==> src/rtl/regfile_wb_arbiter_if.sv <==
`default_nettype none
// ============================================================================
// Module   : regfile_wb_arbiter_if
// Brief    : Writeback request ports and register-file write port bundle for
//            the two-source writeback arbiter.
// Revision : 1.0
// ============================================================================
interface regfile_wb_arbiter_if #(
  parameter int DATA_WIDTH = 32,
  parameter int ADDR_WIDTH = 5
);
  logic                        req0_valid;
  logic                        req0_ready;
  logic [ADDR_WIDTH-1:0]       req0_addr;
  logic [DATA_WIDTH-1:0]       req0_data;
  logic                        req1_valid;
  logic                        req1_ready;
  logic [ADDR_WIDTH-1:0]       req1_addr;
  logic [DATA_WIDTH-1:0]       req1_data;
  logic                        write_en;
  logic [ADDR_WIDTH-1:0]       write_addr;
  logic [DATA_WIDTH-1:0]       write_data;
  logic [(2**ADDR_WIDTH)-1:0]  pending_mask;
  logic [15:0]                 write_count;

  // Writeback sources and the observers of the register-file write port.
  modport master (
    output req0_valid, req0_addr, req0_data,
    output req1_valid, req1_addr, req1_data,
    input  req0_ready, req1_ready,
    input  write_en, write_addr, write_data, pending_mask, write_count
  );

  // The arbiter itself.
  modport slave (
    input  req0_valid, req0_addr, req0_data,
    input  req1_valid, req1_addr, req1_data,
    output req0_ready, req1_ready,
    output write_en, write_addr, write_data, pending_mask, write_count
  );
endinterface
`default_nettype wire

==> src/rtl/regfile_wb_arbiter.sv <==
`default_nettype none
// ============================================================================
// Module   : regfile_wb_arbiter
// Brief    : Round-robin arbiter sharing the register file's single write port
//            between the ALU (port 0) and load (port 1) writeback sources.
//            One-entry buffer per port, registered write port, and a mask of
//            destinations with writes still in flight.
// Revision : 1.0
// ============================================================================
module regfile_wb_arbiter #(
  parameter int DATA_WIDTH = 32,
  parameter int ADDR_WIDTH = 5
) (
  input  wire logic           clk,
  input  wire logic           rst,
  regfile_wb_arbiter_if.slave bus
);
  localparam int c_NREGS = 2**ADDR_WIDTH;

  logic                  r_buf0_valid;
  logic [ADDR_WIDTH-1:0] r_buf0_addr;
  logic [DATA_WIDTH-1:0] r_buf0_data;
  logic                  r_buf1_valid;
  logic [ADDR_WIDTH-1:0] r_buf1_addr;
  logic [DATA_WIDTH-1:0] r_buf1_data;
  logic                  r_last_grant;
  logic                  r_write_en;
  logic [ADDR_WIDTH-1:0] r_write_addr;
  logic [DATA_WIDTH-1:0] r_write_data;
  logic [15:0]           r_write_count;

  logic                  w_grant0;
  logic                  w_grant1;
  logic                  w_ready0;
  logic                  w_ready1;
  logic                  w_keep0;
  logic                  w_keep1;
  logic [c_NREGS-1:0]    w_pending;

  // Round-robin pick among occupied buffers; a tie goes to the port that did not win last.
  always_comb begin
    w_grant0 = r_buf0_valid;
    w_grant1 = r_buf1_valid;
    if (r_buf0_valid && r_buf1_valid) begin
      w_grant0 = r_last_grant;
      w_grant1 = !r_last_grant;
    end
  end

  // A port is ready when its buffer is empty or draining this cycle; writes to r0 are swallowed.
  always_comb begin
    w_ready0 = !rst && (!r_buf0_valid || w_grant0);
    w_ready1 = !rst && (!r_buf1_valid || w_grant1);
    w_keep0  = bus.req0_valid && w_ready0 && (bus.req0_addr != '0);
    w_keep1  = bus.req1_valid && w_ready1 && (bus.req1_addr != '0);
  end

  // Port 0 buffer: reload on accept (even while draining), clear when granted.
  always_ff @(posedge clk or posedge rst) begin
    if (rst) begin
      r_buf0_valid <= 1'b0;
      r_buf0_addr  <= '0;
      r_buf0_data  <= '0;
    end else if (w_keep0) begin
      r_buf0_valid <= 1'b1;
      r_buf0_addr  <= bus.req0_addr;
      r_buf0_data  <= bus.req0_data;
    end else if (w_grant0) begin
      r_buf0_valid <= 1'b0;
    end
  end

  // Port 1 buffer: same behaviour as port 0.
  always_ff @(posedge clk or posedge rst) begin
    if (rst) begin
      r_buf1_valid <= 1'b0;
      r_buf1_addr  <= '0;
      r_buf1_data  <= '0;
    end else if (w_keep1) begin
      r_buf1_valid <= 1'b1;
      r_buf1_addr  <= bus.req1_addr;
      r_buf1_data  <= bus.req1_data;
    end else if (w_grant1) begin
      r_buf1_valid <= 1'b0;
    end
  end

  // Registered write port and round-robin history; address/data hold when idle.
  always_ff @(posedge clk or posedge rst) begin
    if (rst) begin
      r_write_en   <= 1'b0;
      r_write_addr <= '0;
      r_write_data <= '0;
      r_last_grant <= 1'b1;
    end else begin
      r_write_en <= w_grant0 || w_grant1;
      if (w_grant0) begin
        r_write_addr <= r_buf0_addr;
        r_write_data <= r_buf0_data;
        r_last_grant <= 1'b0;
      end else if (w_grant1) begin
        r_write_addr <= r_buf1_addr;
        r_write_data <= r_buf1_data;
        r_last_grant <= 1'b1;
      end
    end
  end

  // Count cycles with the write port active, sticking at all-ones.
  always_ff @(posedge clk or posedge rst) begin
    if (rst) begin
      r_write_count <= '0;
    end else if (r_write_en && (r_write_count != 16'hFFFF)) begin
      r_write_count <= r_write_count + 16'd1;
    end
  end

  // Destinations still owed a write: both buffers plus the write port.
  always_comb begin
    w_pending = '0;
    if (r_buf0_valid) w_pending[r_buf0_addr] = 1'b1;
    if (r_buf1_valid) w_pending[r_buf1_addr] = 1'b1;
    if (r_write_en)   w_pending[r_write_addr] = 1'b1;
  end

  assign bus.req0_ready   = w_ready0;
  assign bus.req1_ready   = w_ready1;
  assign bus.write_en     = r_write_en;
  assign bus.write_addr   = r_write_addr;
  assign bus.write_data   = r_write_data;
  assign bus.pending_mask = w_pending;
  assign bus.write_count  = r_write_count;
endmodule
`default_nettype wire

==> src/flat_wrapper.sv <==
// flat-port wrapper written by rule: the top's interface ports become plain ports
module regfile_wb_arbiter_flat 
#(
  parameter int DATA_WIDTH = 32,
  parameter int ADDR_WIDTH = 5
)
  (clk, rst, bus_req0_valid, bus_req0_addr, bus_req0_data, bus_req1_valid, bus_req1_addr, bus_req1_data, bus_req0_ready, bus_req1_ready, bus_write_en, bus_write_addr, bus_write_data, bus_pending_mask, bus_write_count);
  regfile_wb_arbiter_if #(.DATA_WIDTH(DATA_WIDTH), .ADDR_WIDTH(ADDR_WIDTH)) bus_i ();
  input  wire logic clk;
  input  wire logic rst;
  input wire logic [$bits(bus_i.req0_valid)-1:0] bus_req0_valid;
  input wire logic [$bits(bus_i.req0_addr)-1:0] bus_req0_addr;
  input wire logic [$bits(bus_i.req0_data)-1:0] bus_req0_data;
  input wire logic [$bits(bus_i.req1_valid)-1:0] bus_req1_valid;
  input wire logic [$bits(bus_i.req1_addr)-1:0] bus_req1_addr;
  input wire logic [$bits(bus_i.req1_data)-1:0] bus_req1_data;
  output wire logic [$bits(bus_i.req0_ready)-1:0] bus_req0_ready;
  output wire logic [$bits(bus_i.req1_ready)-1:0] bus_req1_ready;
  output wire logic [$bits(bus_i.write_en)-1:0] bus_write_en;
  output wire logic [$bits(bus_i.write_addr)-1:0] bus_write_addr;
  output wire logic [$bits(bus_i.write_data)-1:0] bus_write_data;
  output wire logic [$bits(bus_i.pending_mask)-1:0] bus_pending_mask;
  output wire logic [$bits(bus_i.write_count)-1:0] bus_write_count;
  assign bus_i.req0_valid = bus_req0_valid;
  assign bus_i.req0_addr = bus_req0_addr;
  assign bus_i.req0_data = bus_req0_data;
  assign bus_i.req1_valid = bus_req1_valid;
  assign bus_i.req1_addr = bus_req1_addr;
  assign bus_i.req1_data = bus_req1_data;
  assign bus_req0_ready = bus_i.req0_ready;
  assign bus_req1_ready = bus_i.req1_ready;
  assign bus_write_en = bus_i.write_en;
  assign bus_write_addr = bus_i.write_addr;
  assign bus_write_data = bus_i.write_data;
  assign bus_pending_mask = bus_i.pending_mask;
  assign bus_write_count = bus_i.write_count;
  regfile_wb_arbiter #(.DATA_WIDTH(DATA_WIDTH), .ADDR_WIDTH(ADDR_WIDTH)) u_core (.clk(clk), .rst(rst), .bus(bus_i));
endmodule
==> config.mk <==
export PLATFORM = sky130hd
export DESIGN_NAME = regfile_wb_arbiter_flat
export DESIGN_NICKNAME = d
export VERILOG_FILES = /design/src/rtl/regfile_wb_arbiter_if.sv /design/src/rtl/regfile_wb_arbiter.sv /design/src/flat_wrapper.sv
export SDC_FILE = /design/constraint.sdc
export NUM_CORES = 1
export LEC_CHECK = 0
export CAP_MARGIN = 20
export CORE_ASPECT_RATIO = 2
export CORE_MARGIN = 2
export CORE_UTILIZATION = 48
export CTS_CLUSTER_SIZE = 8
export DETAILED_ROUTE_END_ITERATION = 12
export GPL_ROUTABILITY_DRIVEN = 0
export PLACE_DENSITY = 0.8
export SYNTH_ARGS = -nofsm -noshare
export SYNTH_HDL_FRONTEND = slang
export SYNTH_SLANG_ARGS = --single-unit
==> constraint.sdc <==
create_clock -name clk -period 6.1 [get_ports clk]
set_input_delay 1.83 -clock clk [delete_from_list [all_inputs] [get_ports clk]]
set_output_delay 1.83 -clock clk [all_outputs]
set_load 0.02 [all_outputs]
* Yosys cells after proc, flatten, opt, wreduce, memory -nomap -nowiden *
Cells that the tools add are included.

word-level totals
  bits in registers = 131
  bits of input ports = 78
  word-level logic and storage cells = 65

operators by class
  add/subtract/negate cells = 1
  reduce and logical (&&, ||, !) cells = 23
  order comparisons = 6
  bitwise logic cells = 2
  equal/unequal tests = 1
  muxes and demuxes = 21

operators by type and width
  kind                   count
  $mux 32                5
  $or 32x32->32          2
  $lt 5x6->1 const B     3
  $add 16x1->16 const B  1
  $ne 16x16->1 const B   1
  $demux 1 s5            3
  $ge 5x1->1 const B     3
  $logic_and 1x1->1      11
  $mux 1                 11
  $mux 5                 2
  $reduce_bool 5->1      2
  $reduce_bool 2->1      3
  $logic_not 1->1        4
  $logic_or 1x1->1       3

* Longest topological paths before layout *
Gate-level depths: netlist of the first run.

  word-level depth = 9
  depth in mapped cells = 6
  gate-level depth less buffers = 5

* Worst setup path after synthesis of the first run *
Ideal clock, no wire load.

  path kind = input to output
  from = in rst
  to = out bus_req1_ready
  cell stages on the path = 1
  arrival time = 2304 ps
  setup slack = 1966 ps
  buffers on the path = 0
  required time = 4270 ps
  cell sequence = a31oi_1

on the way
  cells in the longest elaborated chain, start to end = 2

ends and longest elaborated chain
  element             RTL line                  RTL
  start: declaration  flat_wrapper.sv:10        input wire logic rst;
  $logic_not 1->1     regfile_wb_arbiter.sv:53  w_ready1 = !rst && (!r_buf1_valid || w_grant1);
  $logic_and 1x1->1   regfile_wb_arbiter.sv:53
  end: declaration    flat_wrapper.sv:18        output wire logic [$bits(bus_i.req1_ready)-1:0] bus_req1_ready;

Every way passes these cells.

* Final worst setup path of the first run *
Ends and elaborated chain as after synthesis.

==> reports/metrics.cfg, run 1 <==
[grt]
grt_pass1_wl_mm=27.2
antenna_found_initial=0
track_usage=0.255
grt_max_degree=79
overflow=0
grt_pass1_vias=5464

[critical_path]
crit_path_start_kind=input pin
max_stage_delay_ns=0.71
crit_cells=3
crit_fanout=3
r2r_setup_slack_ns=3.89
critPathLaunch=rst
cp.required_ns=4.27
end_kind=output pin
r2r_cells=5
path_class=input pin to output pin
crit_path_top_delay_cell=clkdlybuf4s50_1
path_delay_family=buffers and inverters
r2r_end=u_core.r_buf0_data[25]
worst-path-buf-inv=2
endpoint=bus_req1_ready
crit_arrival_ns=3.50
cp_common_cell=clkdlybuf4s50_1
r2r_start=u_core.r_buf1_valid
cp_cell_sequence=clkdlybuf4s50_1, a31oi_1, clkdlybuf4s50_1

[clocking]
cts_setup_buffers=0
clock_sinks=131
cts_buffer_depth=2
cts_made_buffers=17
cts-root-buf=clkbuf_16
clk_latency_ns=0.41
clkSlewWorstSetupHoldPaths_ns=0.06
cts_resized=0
cts_tree=done
cts.htree.levels=4
cts-hold-fix-buffers=0

[drt]
detail_route.wl_per_cell_um=19.6
ant_nets=0
drtPass1Iterations=7
drtIter0Drc=382
routed_wl_mm=17.3
vias_per_cell=5.87
num_vias=5192
drc=0

[timing]
tns_ns=0
slew_headroom=0.286
rsz0062_at_grt=false
fmax_ghz=0.188
setup_ws_ns=0.768
period_needed_ns=5.33
period_share=0.874
fin_skew_ns=0.0113
worstMarginPinSlew_ns=1.07
slew_viol_final=0
setup_viol=0
hold_violations=0

[synthesis]
ys_types=45
synth_commonest_cells=dfrtp_1, nand2_1, nor2_1
synth-seq-cells=131
synth_area_leaders=dfrtp_1, mux2_1, mux2_2, nand2_1, nor2_1
avgSynthCellArea_um2=10.7
netlist_area_mm2=0.00607
synthArstFlopShare=1.00
synth_top_area_frac=0.536
synth_cells=565
post-synth-top-area-cell=dfrtp_1
yosysWarningCount=0
yosysSeqAreaShare=0.541
yosysMostFrequentCell=dfrtp_1
ys.flop_type=dfrtp_1
synth_edf_count=0
synth.net_count=644

[floorplanning]
core_area_mm2=0.0125
fp.dieW_um=83.5
initial_core_util=0.486
std_cell_rows=58
die_h_um=163
num_io_pins=166
design.die.area_mm2=0.0136

[finish]
area_growth_pct=38.9
fillers=943
drive_gt1_frac=0.113
nets=800
num_antenna_cells=0

[power_and_ir_drop]
vdd_drop_max_uv=300
power.density_mw_per_mm2=372
p_leak_uw=0.00360
finalPower_uw=3130

[placement]
hpwl_mm=12.3
preCtsSetupSlack_ns=0.781
io_buffers=165

[run_status]
status=completed

[flow_run]
cap_violations=0

[min_path]
hold_path_class=register to register

[flip-flops by register name, summed over array words and instances (netlist names)]
| name | flops |
|---|---|
| u_core.bus.write_addr | 5 |
| u_core.r_buf0_valid | 1 |
| u_core.bus.write_en | 1 |
| u_core.bus.write_count | 16 |
| u_core.r_buf0_addr | 5 |
| u_core.r_buf1_valid | 1 |
| u_core.r_buf0_data | 32 |
| u_core.bus.write_data | 32 |
| u_core.r_buf1_addr | 5 |
| u_core.r_buf1_data | 32 |
| u_core.r_last_grant | 1 |
[cell usage in the layout, fill, tap and decap left out, types with 9 or more instances in the layout]
cell,synthesis,final
clkdlybuf4s50_1,0,165
dfrtp_1,130,130
nand2_1,89,89
nor2_1,72,72
mux2_1,37,37
mux2_2,37,37
a22oi_1,31,31
o22ai_1,30,30
clkbuf_16,0,17
nor3b_1,11,11
and3_1,9,9
[power breakdown]
part	internal [µW]	total, µW	switching, µW
Sequential	1060	1240	182
Clock	662	1050	392
Combinational	411	842	431
Total	2130	3130	1000
[how the worst min path moves through the flow]
stage / cells past startpoint / from / to / slack [ns]
final: 1 / u_core.r_buf0_data[3] / u_core.r_buf0_data[3] / 0.49
after global routing: 1 / u_core.r_buf1_data[9] / u_core.r_buf1_data[9] / 0.50
after CTS: 1 / u_core.r_buf0_data[2] / u_core.r_buf0_data[2] / 0.50
after detailed placement: 2 / u_core.r_buf1_data[0] / u_core.bus.write_data[0] / 0.47
after global placement: 2 / u_core.r_buf1_data[0] / u_core.bus.write_data[0] / 0.46
after floorplan: 2 / u_core.r_buf1_data[0] / u_core.bus.write_data[0] / 0.44
[area by class of cell]
type,instances,area (µm²),share of cell area
timing repair buffer,172,1720,0.205
multi-input combinational,395,2600,0.309
tap,150,188,0.0223
clock buffer,19,443,0.0526
sequential,131,3280,0.389
clock inverter,13,171,0.0203
inverter,4,17.5,0.00208
[cells by family (layout without fill, tap and decap cells)]
family / after synthesis / count (layout) / share of synthesized area
multiplexers: 76 / 76 / 0.141
flip-flops: 131 / 131 / 0.541
buffers and inverters: 39 / 208 / 0.0332
XOR/XNOR: 12 / 12 / 0.0173
AO/OA/AOI/OAI: 82 / 82 / 0.0969
adder cells (fa/ha/maj): 1 / 1 / 0.00206
AND/OR/NAND/NOR: 224 / 224 / 0.169
[layer usage]
layer	GRT usage	part of all wire	up-vias	wire (µm)
met5	0	0	-	0
met4	0.159	0.054	0	937
met3	0.0476	0.052	71	894
met2	0.485	0.56	247	9670
met1	0.248	0.34	2548	5820
li1	-	-	2326	-
[per-stage QoR]
stage,utilization,hold slack (ns),cells,area (µm²)
3_5_place_dp,0.626,0.469,852,7810
3_3_place_gp,0.624,0.457,851,7780
6_report,0.675,0.491,884,8430
5_1_grt,0.675,0.505,884,8430
2_1_floorplan,-,0.442,565,6070
4_1_cts,0.675,0.495,884,8430
Power figures use the tool's default switching activity.
==> run 2, diff against run 1 <==
==> constraint.sdc (replaced) <==
create_clock -name clk -period 5.9 [get_ports clk]
set_input_delay 1.77 -clock clk [delete_from_list [all_inputs] [get_ports clk]]
set_output_delay 1.77 -clock clk [all_outputs]
set_load 0.02 [all_outputs]
==> reports/metrics.cfg, run 2 (synthesis results as in run 1) <==
[power_and_ir_drop]
swShare=0.322
p_sw_uw=1010
p_int_uw=2140
seqPwrFrac=0.404
vdd_drop_max_uv=258
p_leak_uw=0.00357
comb_power_share=0.273
clock_power_share=0.323
power.density_mw_per_mm2=376

[drt]
drc=0
drtPass1Iterations=5
routed_wl_mm=16.7
detail_route.wl_per_cell_um=18.9
vias_per_cell=5.80
drtIter0Drc=400
num_vias=5124
ant_nets=0

[critical_path]
path_class=input pin to output pin
crit_path_top_delay_cell=clkdlybuf4s50_1
crit_arrival_ns=3.48
cp_common_cell=clkdlybuf4s50_1
crit_fanout=3
cp.required_ns=4.13
crit_path_start_kind=input pin
cp_cell_sequence=clkdlybuf4s50_1, a31oi_1, clkdlybuf4s50_1
end_kind=output pin
r2r_cells=5
max_stage_delay_ns=0.71

[clocking]
clk_latency_ns=0.41
cts_made_buffers=17
cts_setup_buffers=0
cts-root-buf=clkbuf_16
cts-hold-fix-buffers=0
cts.htree.levels=4
cts_tree=done
cts_resized=0
clkSlewWorstSetupHoldPaths_ns=0.05
cts_buffer_depth=2
clock_sinks=131

[grt]
grt_max_degree=132
met2_usage=0.470
grt_pass1_vias=5520
track_usage=0.251
antenna_found_initial=0
grt_pass1_wl_mm=26.9
use_met1=0.248
grtUsageMet3=0.0456
gr-max-usage-layer=met2
overflow=0

[floorplanning]
design.die.area_mm2=0.0136
std_cell_rows=58
initial_core_util=0.486
num_io_pins=166
core_area_mm2=0.0125
die_h_um=163
fp.dieW_um=83.5

[min_path]
min_delay_path_depth=1
hold_path_class=register to register

[finish]
fillers=963
drive_gt1_frac=0.112
area_growth_pct=38.2
regArea_mm2=0.00328
final_common_cell=clkdlybuf4s50_1
num_antenna_cells=0
multi_input_area_mm2=0.00260
nets=799
instances_no_fill=883
final_cell_mix=clkdlybuf4s50_1, dfrtp_1, nand2_1, nor2_1

[run_status]
status=completed

[timing]
fin_hold_ws_ns=0.491
period_share=0.889
setup_viol=0
period_needed_ns=5.25
hold_violations=0
fmax_ghz=0.191
slew_viol_final=0
slew_headroom=0.190
worstMarginPinSlew_ns=1.21
fin_skew_ns=0.0108
rsz0062_at_grt=false
tns_ns=0

[placement]
hpwl_mm=12.2
dp_cells=850
io_buffers=165

[flow_run]
cap_violations=0

==> run 2: changes by cell type in the layout (fill, tap and decap cells not counted), sizes merged <==
| cell | delta |
|---|---|
| clkinv | +2 |
| buf | -1 |
| inv | -1 |
| bufinv | -1 |
| clkinvlp | +1 |
| clkbuf | -1 |
==> run 2: layout make-up <==
class	instances	share of cell area
inverter	4	0.00209
clock inverter	14	0.0179
clock buffer	18	0.0512
timing repair buffer	171	0.205
multi-input combinational	395	0.311
tap	150	0.0224
sequential	131	0.391
==> run 2: path summary, 6_finish.rpt <==
check | startpoint | to | slack, ns
min in group asynchronous | rst | u_core.r_buf0_valid | 1.95
worst max register to register | u_core.r_buf1_valid | u_core.r_buf0_data[31] | 3.54
worst min register to register | u_core.r_buf1_data[8] | u_core.r_buf1_data[8] | 0.49
max in group asynchronous | rst | u_core.bus.write_data[10] | 3.40
worst min-delay path | u_core.r_buf1_data[8] | u_core.r_buf1_data[8] | 0.49
worst max-delay path | rst | bus_req1_ready | 0.65
==> run 2: power groups by stage <==
stage          clock (µW)  sequential, µW  combinational [µW]
2_1_floorplan           0            1340                 388
3_3_place_gp            0            1270                 834
3_5_place_dp            0            1290                 859
4_1_cts              1040            1270                 864
5_1_grt              1080            1300                 926
6_report             1020            1280                 861
==> run 2: per-layer routing <==
layer / part of all wire / wire length [µm]
met2: 0.56 / 9310
met3: 0.048 / 798
met4: 0.054 / 898
met5: 0 / 0
met1: 0.34 / 5660
==> run 2: per-stage QoR <==
stage / power, µW / setup slack, ns / cell area (µm²) / utilization
2_1_floorplan: 1720 / 0.634 / 6070 / -
3_3_place_gp: 2110 / 0.709 / 7790 / 0.624
3_5_place_dp: 2140 / 0.641 / 7790 / 0.624
4_1_cts: 3180 / 0.638 / 8370 / 0.671
5_1_grt: 3300 / 0.594 / 8380 / 0.672
6_report: 3160 / 0.653 / 8380 / 0.672
==> run 2: worst max-delay path: cells and delay by family <==
kind	cells	cell delay, ns
AO/OA/AOI/OAI	1	0.49
buffers and inverters	2	1.21
